$ cat config.mk
export PLATFORM = sky130hd
export DESIGN_NAME = gpio_irq
export DESIGN_NICKNAME = d
export VERILOG_FILES = /design/src/rtl/gpio_irq.sv
export SDC_FILE = /design/constraint.sdc
export NUM_CORES = 1
export LEC_CHECK = 0
export ABC_AREA = 1
export CAP_MARGIN = 20
export CORE_UTILIZATION = 43
export CTS_CLUSTER_DIAMETER = 200
export DETAILED_ROUTE_END_ITERATION = 6
export PLACE_DENSITY_LB_ADDON = 0.1
export SLEW_MARGIN = 20
export SYNTH_ARGS = -nofsm -noshare
export SYNTH_HDL_FRONTEND = slang
export SYNTH_SLANG_ARGS = --single-unit
$ cat constraint.sdc
create_clock -name fclk -period 0.9 [get_ports fclk]
set_clock_uncertainty 0.15 [all_clocks]
set_input_delay 0.18 -clock fclk [delete_from_list [all_inputs] [get_ports fclk]]
set_output_delay 0.18 -clock fclk [all_outputs]
set_load 0.05 [all_outputs]
$ cat src/rtl/gpio_irq.sv
// gpio_irq: debounced GPIO edge-interrupt block.
//
// Every bit of gpio_in goes through a two-flop synchronizer. The synchronized
// value is filtered into `level`. Edges on `level` that are enabled by
// rise_ena or fall_ena set sticky `status` bits. `irq` is the registered OR of
// `status`.
//
// Build option (macro GPIO_IRQ_DEBOUNCE_EN):
//   defined   - `level` follows the synchronized input only after it has
//               disagreed with `level` for DEBOUNCE consecutive cycles.
//               Latency from a clean input step to `level` is 2 + DEBOUNCE.
//   undefined - no counters are built. `level` is the synchronized input
//               registered once more, giving a latency of 3. DEBOUNCE is not
//               used for filtering in this build.
//
// Ports:
//   fclk        in   1      clock; all logic runs on the rising edge
//   fclk_rst_n  in   1      synchronous, active-low reset
//   gpio_in     in   WIDTH  asynchronous pad inputs
//   rise_ena    in   WIDTH  per-bit rising-edge interrupt enable
//   fall_ena    in   WIDTH  per-bit falling-edge interrupt enable
//   clr         in   WIDTH  per-bit write-1-to-clear pulse for status
//   level       out  WIDTH  debounced input level
//   status      out  WIDTH  sticky per-bit edge-event flags
//   irq         out  1      high while any status bit is set (registered)
module gpio_irq #(
    parameter int WIDTH    = 8,
    parameter int DEBOUNCE = 5000
) (
    input  logic             fclk,
    input  logic             fclk_rst_n,
    input  logic [WIDTH-1:0] gpio_in,
    input  logic [WIDTH-1:0] rise_ena,
    input  logic [WIDTH-1:0] fall_ena,
    input  logic [WIDTH-1:0] clr,
    output logic [WIDTH-1:0] level,
    output logic [WIDTH-1:0] status,
    output logic             irq
);

    // A zero or negative count would make the counter compare value wrap.
    if (DEBOUNCE < 1) begin : g_bad_debounce
        $error("gpio_irq: DEBOUNCE must be at least 1");
    end

    logic [WIDTH-1:0] sync_q1;
    logic [WIDTH-1:0] sync;
    logic [WIDTH-1:0] level_d;
    logic [WIDTH-1:0] rise;
    logic [WIDTH-1:0] fall;

    // The only place gpio_in is sampled.
    always_ff @(posedge fclk) begin
        if (!fclk_rst_n) begin
            sync_q1 <= '0;
            sync    <= '0;
        end else begin
            sync_q1 <= gpio_in;
            sync    <= sync_q1;
        end
    end

`ifdef GPIO_IRQ_DEBOUNCE_EN
    // One extra bit allows DEBOUNCE-1 to be represented for any DEBOUNCE.
    localparam int CW = $clog2(DEBOUNCE) + 1;
    localparam logic [CW-1:0] CNT_LAST = CW'(DEBOUNCE - 1);

    logic [CW-1:0] cnt [WIDTH];

    // The counter runs only while sync disagrees with level. Any agreement
    // restarts it, so a glitch shorter than DEBOUNCE cycles is dropped. The
    // counter is cleared when it loads level, so it cannot wrap.
    always_ff @(posedge fclk) begin
        if (!fclk_rst_n) begin
            for (int i = 0; i < WIDTH; i++) begin
                cnt[i] <= '0;
            end
            level <= '0;
        end else begin
            for (int i = 0; i < WIDTH; i++) begin
                if (sync[i] == level[i]) begin
                    cnt[i] <= '0;
                end else if (cnt[i] == CNT_LAST) begin
                    level[i] <= sync[i];
                    cnt[i]   <= '0;
                end else begin
                    cnt[i] <= cnt[i] + CW'(1);
                end
            end
        end
    end
`else
    always_ff @(posedge fclk) begin
        if (!fclk_rst_n) begin
            level <= '0;
        end else begin
            level <= sync;
        end
    end
`endif

    // Edge detect on the filtered level. The enables are applied at the
    // moment of the edge only, so changing them never affects status that
    // is already set.
    always_comb begin
        rise = level & ~level_d & rise_ena;
        fall = ~level & level_d & fall_ena;
    end

    // In the status update a new event overrides a clear in the same cycle.
    always_ff @(posedge fclk) begin
        if (!fclk_rst_n) begin
            level_d <= '0;
            status  <= '0;
            irq     <= 1'b0;
        end else begin
            level_d <= level;
            status  <= (status & ~clr) | rise | fall;
            irq     <= |status;
        end
    end

endmodule

## Word-level counts from Yosys, hierarchy flattened

Cells that the tools add are included.

- Output and inout bits: 17
- Register bits after elaboration: 41
- Word-level logic and storage cells: 17
- Bits of input ports: 34

- Bitwise logic cells: 10
- Reduce and logical (&&, ||, !) cells: 1

Operators by type and width:

| kind | number |
|---|---|
| 8-bit AND | 5 |
| 8-bit NOT | 3 |
| 8-bit bitwise OR | 2 |
| 8-bit OR reduction | 1 |

## Depth between registers and ports, before layout

- Depth after elaboration: 5
- Gate-level depth with buffers: 5
- Mapped depth without buffers: 5

## Worst setup path after synthesis

OpenSTA, ideal clock, no wires.

- Kind: reg2reg
- Start point: register level[6]
- End point: register status[6]
- Arrival time: 927 ps
- Stages on the path, launching flop included: 6
- Required time: 641 ps
- Setup slack: -286 ps
- Library setup time: 109 ps
- Path buffers: 0
- Clock period less this slack: 1186 ps
- Cells stage by stage: dfxtp_1 -> inv_1 -> nand3_1 -> nand3_1 -> nand2_1 -> inv_1

- Cells in the longest elaborated chain, start to end: 4
- Elaborated cells between the ends (all ways): 7
- Classes of those cells: bitwise: 7

RTL lines:

| item | RTL line | RTL |
|---|---|---|
| start, declared | 36 | `output logic [WIDTH-1:0] level,` |
| start signal, assigned | 97 | `level <= sync;` |
| 8-bit AND or 8-bit NOT (tied branches) | 106, 107 |  |
| 8-bit AND (on tied branches) | 106, 107 |  |
| 8-bit bitwise OR or 8-bit AND (tied branches) | 118, 107 |  |
| 8-bit bitwise OR * | 118 | `status <= (status & ~clr) \| rise \| fall;` |
| end signal, assigned | 118 |  |
| end, declared | 37 | `output logic [WIDTH-1:0] status,` |

Mark *: on every way between the ends. The rest lies on a longest branch, timed or not.
A chain may end at the register's enable or synchronous reset.

## Final worst setup path

- Start point: register status[3]
- End point: output status[3]

No word-level cell between the ends.

==> flow_summary.ini <==
[place]
gp_congestion = 0.720
numPortBuffers = 50
dpl.hpwl_um = 2010
dp_cells = 270
preCtsSetupSlack_ns = -0.438

[power_and_ir_drop]
power_per_cell_area_nw_per_um2 = 1400
p_leak_nw = 1.34
vdd_ir_drop_max_uv = 1320

[critical_path]
critical_path.max_stage_delay_ns = 0.38
cp.depth = 1
cpLargestDelayFamily = flip-flops
cp-endpoint = status[3]
critical_path_class = flop to output pin
end_kind = output pin
rr_endpoint = status[3]
crit_start = status[3]
cp_data_required_time_ns = 0.57
r2r_cells = 6
crit_path_top_delay_cell = dfxtp_4
r2r_setup_slack_ns = -0.20
crit_chain = buf_12
cp.arrival_ns = 0.85
cp-start-kind = flop
r2r-start = level[3]
cp_num_buf_inv = 1
worst-path-max-fanout = 3

[sta]
hold_viol = 0
setup_viol = 27
setup_ws_ns = -0.280
fmax_ghz = 0.848
min_period_over_period_pct = 131
fin_crit_ns = 1.18
tightest_slew_ns = 0.151
slew_violations = 0
slew_headroom_pct = 89.9
rsz0062_at_grt = true
hold_ws_ns = 0.211

[synthesis]
synth_common_cells = nand2_1 (64), dfxtp_1 (41), inv_1 (40)
netlist-cell-type-count = 9
yosys.area.top_type = dfxtp_1
syn_nets = 210
synth_edf_count = 0
synth.area.top_cells = dfxtp_1 (59%), nand2_1 (17%), inv_1 (11%), nand3b_1 (7.5%), buf_4 (1.6%)
ys_seq_area_share_pct = 58.8
synthCells = 176
yosysMostFrequentCell = nand2_1
synth_ff_type = dfxtp_1
async_reset_ff_share_pct = 0
avgSynthCellArea_um2 = 7.93
synth_area_um2 = 1400
synth_top_area_share_pct = 58.8
yosysWarnings = 0
ys_ff_latch = 41

[clocking]
cts_hold_buf = 0
cts_buffers = 5
path_clk_slew_ns = 0.12
ctsHtreeMaxLevel = 2
cts.sinks = 41
clk_path_buf_depth = 2
cts_tree = done
clk_latency_ns = 0.33
cts-root-buf = clkbuf_4

[floorplanning]
die_height_um = 59.0
initial_core_util_pct = 45.4
die-area_um2 = 3480
coreArea_um2 = 3080
ioPinCount = 51
rows = 20
die_w_um = 59.0

[cells_and_area]
num_antenna_cells = 0
fill_cells = 185
layout-drive-gt1-share_pct = 30.1
fin_cells = 293
final_nets = 282
area_growth_pct = 79.0

[grt]
grt_pass1_vias = 1239
antenna_found_initial = 0
grt_overflow_total = 0
grt_max_degree = 15
grt_pass1_wl_um = 5040
grtUsageTotal_pct = 19.8

[status]
violations = negative setup slack
outcome = finished with violations

[detailed_routing]
via_per_inst = 4.25
dr.pass1.iters = 4
ant_nets = 0
drc = 0
vias = 1246
wl_um = 3050
drt_iter0_drc = 30
wl_per_cell_um = 10.4

[run]
cap_violations = 0

[min_path]
worstHoldPathType = primary input to flop
==> cell usage in the layout, fill, tap and decap left out, drive strengths merged <==
cell type      instances
buf                   35
bufbuf                 1
clkbuf                 7
clkdlybuf4s50         32
dfxtp                 41
dlygate4sd2            1
inv                   45
nand2                 64
nand3                  3
nand3b                14
nor2                   6
==> power breakdown <==
group          total, mW  internal (mW)  switching [mW]
clock network       1.12          0.552           0.563
logic              0.498          0.302           0.196
registers           1.87           1.84          0.0345
total               3.49           2.69           0.794
==> cell type report <==
cell class | count | area (µm²) | share of cell area, %
inverter | 44 | 165 | 6.61
sequential | 41 | 882 | 35.3
clock inverter | 1 | 6.26 | 0.250
clock buffer | 7 | 76.3 | 3.05
multi-input combinational | 87 | 423 | 16.9
timing repair buffer | 69 | 892 | 35.7
tap | 44 | 55.1 | 2.20
==> stage by stage <==
stage	setup TNS, ns	cell area [µm²]	power [mW]	util [%]
global route	-6.48	2500	3.63	81.2
CTS	-5.44	2480	3.51	80.7
floorplan	-0.260	1460	2.07	-
detailed placement	-15.04	2210	2.35	71.8
global placement	-14.40	2210	2.34	71.8
finish	-5.41	2500	3.49	81.2
==> worst min-delay path by stage <==
stage | slack [ns] | cells after the start | endpoint | from
finish | 0.21 | 3 | sync_q1[6] | gpio_in[6]
CTS | 0.20 | 3 | sync_q1[3] | gpio_in[3]
global placement | 0.24 | 2 | sync[2] | sync_q1[2]
detailed placement | 0.25 | 2 | level[6] | sync[6]
global route | 0.19 | 3 | sync_q1[6] | gpio_in[6]
floorplan | 0.13 | 2 | sync_q1[0] | gpio_in[0]
==> repair_timing <==
action,CTS,global route
endpoints found under the setup margin,46,26
setup buffers,13,4
resized for setup,19,5
gates cloned,1,0
pin swaps,10,13
==> flip-flops by register name, indices dropped and copies added, names as in the netlist <==
register  cells
level         8
status        8
irq           1
sync_q1       8
level_d       8
sync          8
==> per-layer routing <==
layer,share of wire [%],vias to the layer above,global-route usage [%],wire length [µm]
met1,39,549,19.1,1190
met5,0,-,0,0
met3,5.0,8,6.33,151
met4,2.6,0,11.2,78
met2,54,40,36.9,1630
li1,-,649,-,-
==> logic make-up (layout without fill, tap and decap cells) <==
family,after synthesis,after routing,synth area share [%]
and+or+nand+nor,87,87,27.4
DFF,41,41,58.8
buffers and inverters,48,121,13.8
Power figures use the tool's default switching activity.
